**src/rtl/servo_pkg.sv**
```systemverilog
// rtl/servo_pkg.sv - shared types and constants for the servo PWM bank
// Contents:
//   fetch_state_t  fetch FSM state encoding
//   EN_BIT         command-word enable bit position
//   bits_for       counter width for a modulus (at least 1 bit)
//   prod_bits      width of pos*(MAX_US-MIN_US) before the >>POS_W scaling
package servo_pkg;

  typedef enum logic [1:0] {
    ST_IDLE = 2'd0,
    ST_REQ  = 2'd1,
    ST_DATA = 2'd2,
    ST_DONE = 2'd3
  } fetch_state_t;

  localparam int EN_BIT = 31;

  function automatic int bits_for(input int n);
    return (n <= 2) ? 1 : $clog2(n);
  endfunction

  function automatic int prod_bits(input int pos_w, input int span);
    return pos_w + $clog2(span + 1);
  endfunction

endpackage

```
**src/rtl/servo_pwm_channel.sv**
```systemverilog
// rtl/servo_pwm_channel.sv - one servo channel: active command register and pulse compare
// Ports:
//   clock, resetn  clock, asynchronous active-low reset
//   load           copy cmd_en/cmd_pos into the active registers (frame boundary)
//   out_en         output permitted this cycle (run held across two edges)
//   cmd_en         shadowed enable bit
//   cmd_pos        shadowed position
//   us_cnt         frame microsecond counter
//   pwm            registered pulse output
module servo_pwm_channel
  import servo_pkg::*;
#(
  parameter int MIN_US = 1000,
  parameter int MAX_US = 2000,
  parameter int POS_W  = 8,
  parameter int CNT_W  = 15
) (
  input  logic             clock,
  input  logic             resetn,
  input  logic             load,
  input  logic             out_en,
  input  logic             cmd_en,
  input  logic [POS_W-1:0] cmd_pos,
  input  logic [CNT_W-1:0] us_cnt,
  output logic             pwm
);

  localparam int SPAN   = MAX_US - MIN_US;
  localparam int PROD_W = prod_bits(POS_W, SPAN);
  localparam int WID_W  = $clog2(MAX_US + 1);

  logic [PROD_W-1:0] prod;
  logic [WID_W-1:0]  width_calc;
  logic [WID_W-1:0]  active_width;
  logic              active_en;

  // Truncating scale: the top position stays strictly below MAX_US.
  assign prod       = PROD_W'(cmd_pos) * PROD_W'(SPAN);
  assign width_calc = WID_W'(MIN_US) + WID_W'(prod >> POS_W);

  always_ff @(posedge clock or negedge resetn) begin
    if (!resetn) begin
      active_en    <= 1'b0;
      active_width <= '0;
      pwm          <= 1'b0;
    end else begin
      if (load) begin
        active_en    <= cmd_en;
        active_width <= width_calc;
      end
      // Compare uses the pre-load width, so the boundary cycle still ends the old frame.
      pwm <= out_en & active_en & (32'(us_cnt) < 32'(active_width));
    end
  end

endmodule

```
**src/rtl/servo_pwm_bank.sv**
```systemverilog
// rtl/servo_pwm_bank.sv - N-channel servo PWM generator with per-frame dmem command fetch
// Ports:
//   clock, resetn  clock, asynchronous active-low reset
//   run            global enable; low holds counters at 0 and forces outputs low
//   dmem_req       read request, held until granted
//   dmem_addr      read address (BASE_ADDR + channel), 0 when not requesting
//   dmem_gnt       grant; request accepted on an edge with req & gnt
//   dmem_rdata     read data, valid the cycle after acceptance
//   servo_pwm      registered per-channel pulse outputs
//   frame_start    1-cycle pulse after each frame boundary
//   overrun        1-cycle pulse when a boundary finds the fetch unfinished
//   busy           fetch sequence in progress
module servo_pwm_bank
  import servo_pkg::*;
#(
  parameter int                NUM_CH    = 8,
  parameter int                CLK_HZ    = 50_000_000,
  parameter int                PERIOD_US = 20000,
  parameter int                MIN_US    = 1000,
  parameter int                MAX_US    = 2000,
  parameter int                POS_W     = 8,
  parameter int                ADDR_W    = 12,
  parameter logic [ADDR_W-1:0] BASE_ADDR = '0
) (
  input  logic              clock,
  input  logic              resetn,
  input  logic              run,
  output logic              dmem_req,
  output logic [ADDR_W-1:0] dmem_addr,
  input  logic              dmem_gnt,
  input  logic [31:0]       dmem_rdata,
  output logic [NUM_CH-1:0] servo_pwm,
  output logic              frame_start,
  output logic              overrun,
  output logic              busy
);

  localparam int TICKS = CLK_HZ / 1_000_000;
  localparam int PS_W  = bits_for(TICKS);
  localparam int CNT_W = bits_for(PERIOD_US);
  localparam int CH_W  = bits_for(NUM_CH);

  logic [PS_W-1:0]  prescaler;
  logic [CNT_W-1:0] us_cnt;
  logic             run_d;
  logic             boundary;
  logic             load;
  logic             fetch_start;
  logic             out_en;

  fetch_state_t     state, state_n;
  logic [CH_W-1:0]  ch, ch_n;
  logic             capture;
  logic             set_valid;
  logic             shadow_valid;

  logic [NUM_CH-1:0]            shadow_en;
  logic [NUM_CH-1:0][POS_W-1:0] shadow_pos;

  // Command bits between the position field and the enable bit carry nothing.
  logic unused_rdata;
  assign unused_rdata = ^dmem_rdata[EN_BIT-1:POS_W];

  // A rising run acts as a boundary so a resumed bank starts on a clean frame.
  assign boundary = run & (~run_d |
                    ((prescaler == PS_W'(TICKS - 1)) && (us_cnt == CNT_W'(PERIOD_US - 1))));
  assign load        = boundary & shadow_valid;
  // With no shadow set ready and nothing in flight (after reset or an aborted
  // fetch) the boundary kicks off a fetch; the set it gathers loads next frame.
  assign fetch_start = boundary & (shadow_valid | (state == ST_IDLE));
  // Gate the run-rising edge too, so a resumed frame's pulse is exactly width*TICKS.
  assign out_en      = run & run_d;

  always_ff @(posedge clock or negedge resetn) begin
    if (!resetn) begin
      prescaler   <= '0;
      us_cnt      <= '0;
      run_d       <= 1'b0;
      frame_start <= 1'b0;
      overrun     <= 1'b0;
    end else begin
      run_d       <= run;
      frame_start <= boundary;
      overrun     <= boundary & ~shadow_valid & (state != ST_IDLE);
      if (!run || boundary) begin
        prescaler <= '0;
        us_cnt    <= '0;
      end else if (prescaler == PS_W'(TICKS - 1)) begin
        prescaler <= '0;
        us_cnt    <= us_cnt + CNT_W'(1);
      end else begin
        prescaler <= prescaler + PS_W'(1);
      end
    end
  end

  always_ff @(posedge clock or negedge resetn) begin
    if (!resetn) begin
      state <= ST_IDLE;
      ch    <= '0;
    end else begin
      state <= state_n;
      ch    <= ch_n;
    end
  end

  always_comb begin
    state_n   = state;
    ch_n      = ch;
    capture   = 1'b0;
    set_valid = 1'b0;
    case (state)
      ST_IDLE: begin
        if (fetch_start) begin
          state_n = ST_REQ;
          ch_n    = '0;
        end
      end
      ST_REQ: begin
        // The handshake always completes; a stopped bank just drops the sequence after it.
        if (dmem_gnt) state_n = run ? ST_DATA : ST_IDLE;
      end
      ST_DATA: begin
        capture = 1'b1;
        if (!run) begin
          state_n = ST_IDLE;
        end else if (ch == CH_W'(NUM_CH - 1)) begin
          state_n = ST_DONE;
        end else begin
          ch_n    = ch + CH_W'(1);
          state_n = ST_REQ;
        end
      end
      ST_DONE: begin
        set_valid = 1'b1;
        state_n   = ST_IDLE;
      end
      default: state_n = ST_IDLE;
    endcase
  end

  always_ff @(posedge clock or negedge resetn) begin
    if (!resetn) begin
      shadow_en    <= '0;
      shadow_pos   <= '0;
      shadow_valid <= 1'b0;
    end else begin
      if (capture) begin
        shadow_en[ch]  <= dmem_rdata[EN_BIT];
        shadow_pos[ch] <= dmem_rdata[POS_W-1:0];
      end
      if (load) begin
        shadow_valid <= 1'b0;
      end else if (set_valid) begin
        shadow_valid <= 1'b1;
      end
    end
  end

  assign dmem_req  = (state == ST_REQ);
  assign dmem_addr = (state == ST_REQ) ? BASE_ADDR + ADDR_W'(ch) : '0;
  assign busy      = (state != ST_IDLE);

  for (genvar i = 0; i < NUM_CH; i++) begin : g_ch
    servo_pwm_channel #(
      .MIN_US (MIN_US),
      .MAX_US (MAX_US),
      .POS_W  (POS_W),
      .CNT_W  (CNT_W)
    ) u_ch (
      .clock   (clock),
      .resetn  (resetn),
      .load    (load),
      .out_en  (out_en),
      .cmd_en  (shadow_en[i]),
      .cmd_pos (shadow_pos[i]),
      .us_cnt  (us_cnt),
      .pwm     (servo_pwm[i])
    );
  end

endmodule

```
**config.mk**
```make
export PLATFORM = sky130hd
export DESIGN_NAME = servo_pwm_bank
export DESIGN_NICKNAME = d
export VERILOG_FILES = /design/src/rtl/servo_pkg.sv /design/src/rtl/servo_pwm_channel.sv /design/src/rtl/servo_pwm_bank.sv
export SDC_FILE = /design/constraint.sdc
export NUM_CORES = 1
export LEC_CHECK = 0
export ABC_AREA = 0
export BUFFER_PORTS_ARGS = -buffer_cell sky130_fd_sc_hd__buf_4
export CORE_ASPECT_RATIO = 1.25
export CORE_UTILIZATION = 60
export DETAILED_ROUTE_END_ITERATION = 6
export PLACE_DENSITY = 0.82
export RECOVER_POWER = 25
export SLEW_MARGIN = 20
export SYNTH_ARGS = -nofsm -noshare
export SYNTH_HDL_FRONTEND = slang
export SYNTH_HIERARCHICAL = 1
export SYNTH_SLANG_ARGS = --single-unit
```
**constraint.sdc**
```tcl
create_clock -name clock -period 6.7 [get_ports clock]
set_input_delay 0.67 -clock clock [delete_from_list [all_inputs] [get_ports clock]]
set_output_delay 0.67 -clock clock [all_outputs]
set_load 0.005 [all_outputs]
```
# == Word-level counts from Yosys, hierarchy flattened ==
# Index checks and enable logic that the tools add are counted.
# classes
n_lt_le_gt_ge,10
n_eq_ne,10
bitwise_logic,26
add_sub_neg,11
mul,8
mux,25
n_reduce_logical,11
# op_table
op,n
less-than comparator 15 x 11 -> 1 bit,8
multiplier 8 x 7 -> 15 bit (second input constant),8
adder 10 x 10 -> 11 bit (first input constant),8
bitwise mux 64 bit,1
two-way mux 15 bit,2
demux 8 bit (select 3 bit),1
AND 1 bit,22
adder 15 x 1 -> 15 bit (second input constant),1
== test 15 bit (second input constant),1
two-way mux 3 bit,4
two-way mux 6 bit,2
two-way mux 2 bit,5
bitwise mux 8 bit,1
two-way mux 8 bit,1
case mux 2 bit (4 select lines),1
nonzero test 2 bit,4
adder 6 x 1 -> 6 bit (second input constant),1
== test 6 bit (second input constant),1
inequality test 2 bit (second input constant),3
case mux 3 bit (2 select lines),1
two-way mux 1 bit,5
== test 2 bit (second input constant),2
less-than comparator 3 x 4 -> 1 bit (second input constant),1
AND reduction 4 bit,1
other kinds (13),16
# totals
register_bits,206
output_inout_bits,24
elab_cells,142
input_bits,36

# == Longest topological paths before layout ==
# depth
ltp_word,7
depth_mapped,19
mapped_depth_nobuf,19

# == Cells and area by module ==
# Netlist, hierarchy kept.
# modules_own_cells
mod,seq_area_each_um2,area_per_inst_um2,instances,cells_each
servo_pwm_channel at g_ch[0].u_ch ...,325.3,2222.1,4,245
servo_pwm_bank,2552.4,4325.4,1,324
servo_pwm_channel at g_ch[7].u_ch,325.3,2337.2,1,246
servo_pwm_channel at g_ch[5].u_ch,325.3,2299.7,1,241
servo_pwm_channel at g_ch[6].u_ch,325.3,2208.4,1,232
servo_pwm_channel at g_ch[4].u_ch,325.3,2135.8,1,224

# == Worst setup path after synthesis ==
# No wires, ideal clock.
# synth_timing
path_kind,flip-flop to flip-flop
startpoint,register shadow_pos[40] in the netlist's numbering
endpoint,register g_ch[5].u_ch.active_width[9]
t_required_ns,6.565
stages_incl_launch_ff,20
synth_period_minus_slack_ns,4.899
n_path_buf,0
arrival_ns,4.764
path_slack_ns,1.801
setup_time_ns,0.135
cell_sequence,dfrtp_1 > fa_1 > xor2_1 > ha_1 > fa_1 > inv_1 > fa_1 > inv_1 > ha_1 > or3_4 > o22a_2 > a21oi_4 > inv_1 > a21oi_1 > xnor2_1 > ha_1 > o21bai_2 > nor4_4 > xnor2_1 > mux2i_1
# synth_via
elab_chain_len,2
# synth_lines
item,line,source
"start, declared",servo_pwm_bank.sv:58,logic [NUM_CH-1:0][POS_W-1:0] shadow_pos;
"start signal, assigned by index",servo_pwm_bank.sv:150,shadow_pos[ch] <= dmem_rdata[POS_W-1:0];
multiplier 8 x 7 -> 15 bit,servo_pwm_channel.sv:38,assign prod = PROD_W'(cmd_pos) * PROD_W'(SPAN);
adder 10 x 10 -> 11 bit,servo_pwm_channel.sv:39,assign width_calc = WID_W'(MIN_US) + WID_W'(prod >> POS_W);
"end signal, assigned",servo_pwm_channel.sv:49,active_width <= width_calc;
"end, declared",servo_pwm_channel.sv:34,logic [WID_W-1:0] active_width;
# No other way between the ends.
# A chain may end at the register's enable or synchronous reset.

# == Worst setup path in the final report ==
# layout_timing
startpoint,register shadow_pos[18] in the netlist's numbering
endpoint,register g_ch[2].u_ch.active_width[9]
# layout_via
elab_chain_len,2
# layout_lines
item,line
multiplier 8 x 7 -> 15 bit,servo_pwm_channel.sv:38
adder 10 x 10 -> 11 bit,servo_pwm_channel.sv:39
"end signal, assigned",servo_pwm_channel.sv:49
"end, declared",servo_pwm_channel.sv:34
# No other way between the ends.

==> metrics.yaml <==
result_of_the_run: "finished with violations"
violations: "max-capacitance violations, max-slew violations"
routed_length_on_met1_mm: 19.2
initial_core_util: 0.610
initial_antenna_violation_count: 2
post_synth_main_area_contributors: "sky130_fd_sc_hd__dfrtp_1 (23%), sky130_fd_sc_hd__ha_1 (21%), sky130_fd_sc_hd__fa_1 (14%)"
finalNetCount: 2836
cpPeakStageDelay_ns: 0.56
worst-endpoint-arrival_ns: 5.72
ys.flop_type: "sky130_fd_sc_hd__dfrtp_1"
path_clk_slew_ns: 0.07
netlist_top_cells_count: "sky130_fd_sc_hd__inv_1 (378), sky130_fd_sc_hd__ha_1 (373), sky130_fd_sc_hd__dfrtp_1 (206)"
layout_min_cycle_time_ns: 5.32
number_of_synthesized_flops_with_an_enable_pin: 0
cts-root-buf: "sky130_fd_sc_hd__clkbuf_16"
setup.worst_path.start_class: "flop"
setup-tns-final_ns: 0
share_of_cells_above_drive_strength_1: 0.105
detail_route.vias_per_cell: 5.78
dp.final_hpwl_mm: 35.8
required_ns: 7.10
critical_path.max_fanout: 8
initialDrtViolationCount: 908
first_global_vias: 16700
avgSynthCellArea_um2: 9.88
synthArstFlopShare: 1.00
timing.hold.ws_ns: 0.407
synth_seq_cells: 206
fmaxAchievable_mhz: 188
cp_top_family: "adder cells"
fp.dieW_um: 174
tightestPinTransition_ns: 4.98
die_area_mm2: 0.0378
yosysUniqueCellTypes: 104
num_rows: 78
timing.critical_path.cells: "inv_1, fa_1, fa_1, fa_1, fa_1, inv_1, ha_1, a21oi_1, o221ai_2, o31ai_1, xnor2_1, or3b_4, a21oi_1, o221ai_1, a311o_1"
drt_pass1_iterations: 5
gp_congestion: 0.887
route.vias.total: 16000
finalSetupViolations: 0
setup_repair_after_global_routing_missed_its_margin: "no"
flow.area_growth_from_synthesis_pct: 6.24
cts-htree-levels: 1
maxSlewViolCount: 114
postCtsSetupBuffers: 0
global_route.usage.total: 0.260
yosysSeqAreaShare: 0.232
numPortBuffers: 27
die_height_um: 217
cts.path.max_buffers: 3
yosysMostFrequentCell: "sky130_fd_sc_hd__inv_1"
total_grt_overflow: 0
timing.hold.worst.class: "in -> reg"
syn-instance-count: 2247
synth_largest_area_cell: "sky130_fd_sc_hd__dfrtp_1"
drc: 0
coreArea_mm2: 0.0364
worstPathBufferInverterCount: 2
slew-limit-headroom: -2.32
cts_resized: 0
final.period_utilization: 0.793
top_layer_used: "met4"
antennaDiodeCount: 0
netlist_area_mm2: 0.0222
crit_slowest_cell: "sky130_fd_sc_hd__dfrtp_1"
grt_max_degree: 114
synthesis.yosys.warnings: 6
wl_met3_mm: 2.07
ioPinCount: 60
timing_worst_setup_path_type: "reg -> reg"
cts_sinks: 206
cts_tree: "built"
critical_path.most_common_cell: "sky130_fd_sc_hd__fa_1"
max-cap-violations: 1
critical_path.endpoint_type: "flop"
wl_mm: 47.2
wl_met2_mm: 24.1
antenna_left: 0
area_share_of_the_leading_cell_type_in_the_synthesized_netlist: 0.232
grt_pass1_wl_mm: 79.8
cts_inserted_buffers: 23
final.setup_skew_ns: 0.0137
count_of_final_hold_check_violations: 0
drt_wl_cell_um: 17.1
cts.hold.buffers_added: 0
clock_insertion_delay_worst_skew_ns: 0.53
==> final cells by class <==
cell class | instances | area, um^2
timing repair buffer | 32 | 267
fill | 2833 | 12800
clock inverter | 9 | 85.1
tap | 480 | 601
inverter | 378 | 1420
sequential | 206 | 5150
clock buffer | 32 | 649
multi-input combinational | 1626 | 15400
==> per-layer routing <==
layer  track usage  up-vias
met3        0.0302      108
met4         0.108        0
met5             0        -
met2         0.472      325
met1         0.311     7907
li1              -     7632
==> flip-flops by register name (all words and copies together) (netlist names) <==
name,cells
g_ch.u_ch/active_width,88
ch,3
overrun,1
frame_start,1
us_cnt,15
shadow_en,8
prescaler,6
shadow_pos,64
g_ch.u_ch/pwm,8
g_ch.u_ch/active_en,8
state,2
run_d,1
shadow_valid,1
==> cells by family (layout without fill, tap and decap cells) <==
kind of cell | count (synthesis) | count (layout) | synth area share
mux | 101 | 101 | 0.0508
other cells | 1 | 9 | 0.000169
xor+xnor | 153 | 153 | 0.0607
simple gates | 450 | 450 | 0.108
fa+ha+maj | 533 | 533 | 0.355
compound gates | 380 | 380 | 0.118
buf+inv | 423 | 451 | 0.0757
flops | 206 | 206 | 0.232
==> final timing paths <==
kind	startpoint	to	slack [ns]	depth (start not counted)
worst max-delay path	shadow_pos[18]	g_ch[2].u_ch/active_width[9]	1.38	15
worst min-delay path	run	run_d	0.41	1
worst max register to register	shadow_pos[18]	g_ch[2].u_ch/active_width[9]	1.38	15
worst min register to register	shadow_valid	overrun	0.49	1
max in group asynchronous	resetn	ch[1]	1.80	1
min in group asynchronous	resetn	shadow_pos[5]	2.07	1
==> metrics by stage <==
| step | util | instances | worst slack (ns) | instance area [um^2] |
|---|---|---|---|---|
| floorplan | - | 2255 | 1.80 | 22200 |
| global placement | 0.628 | 2722 | 1.57 | 22800 |
| detailed placement | 0.628 | 2722 | 1.43 | 22800 |
| CTS | 0.648 | 2763 | 1.40 | 23600 |
| global route | 0.648 | 2763 | 0.750 | 23600 |
| finish | 0.648 | 2763 | 1.38 | 23600 |
==> cell usage in the layout (no fill, tap or decap), drive strengths merged, types with 14 or more instances in the layout <==
master,instances
nor2,129
a21o,44
nand2b,18
clkbuf,33
nand2,96
nor2b,30
or3,14
xnor2,105
mux2,90
nor4,14
fa,160
dfrtp,206
o31ai,16
inv,379
buf,30
a21oi,120
nand3,40
o221ai,17
o21ai,77
ha,373
xor2,48
nor3,28
a31oi,18
Power is left out: the tool's default activity adds up to more than one toggle a clock period on the data nets, which glitch-free logic cannot reach.
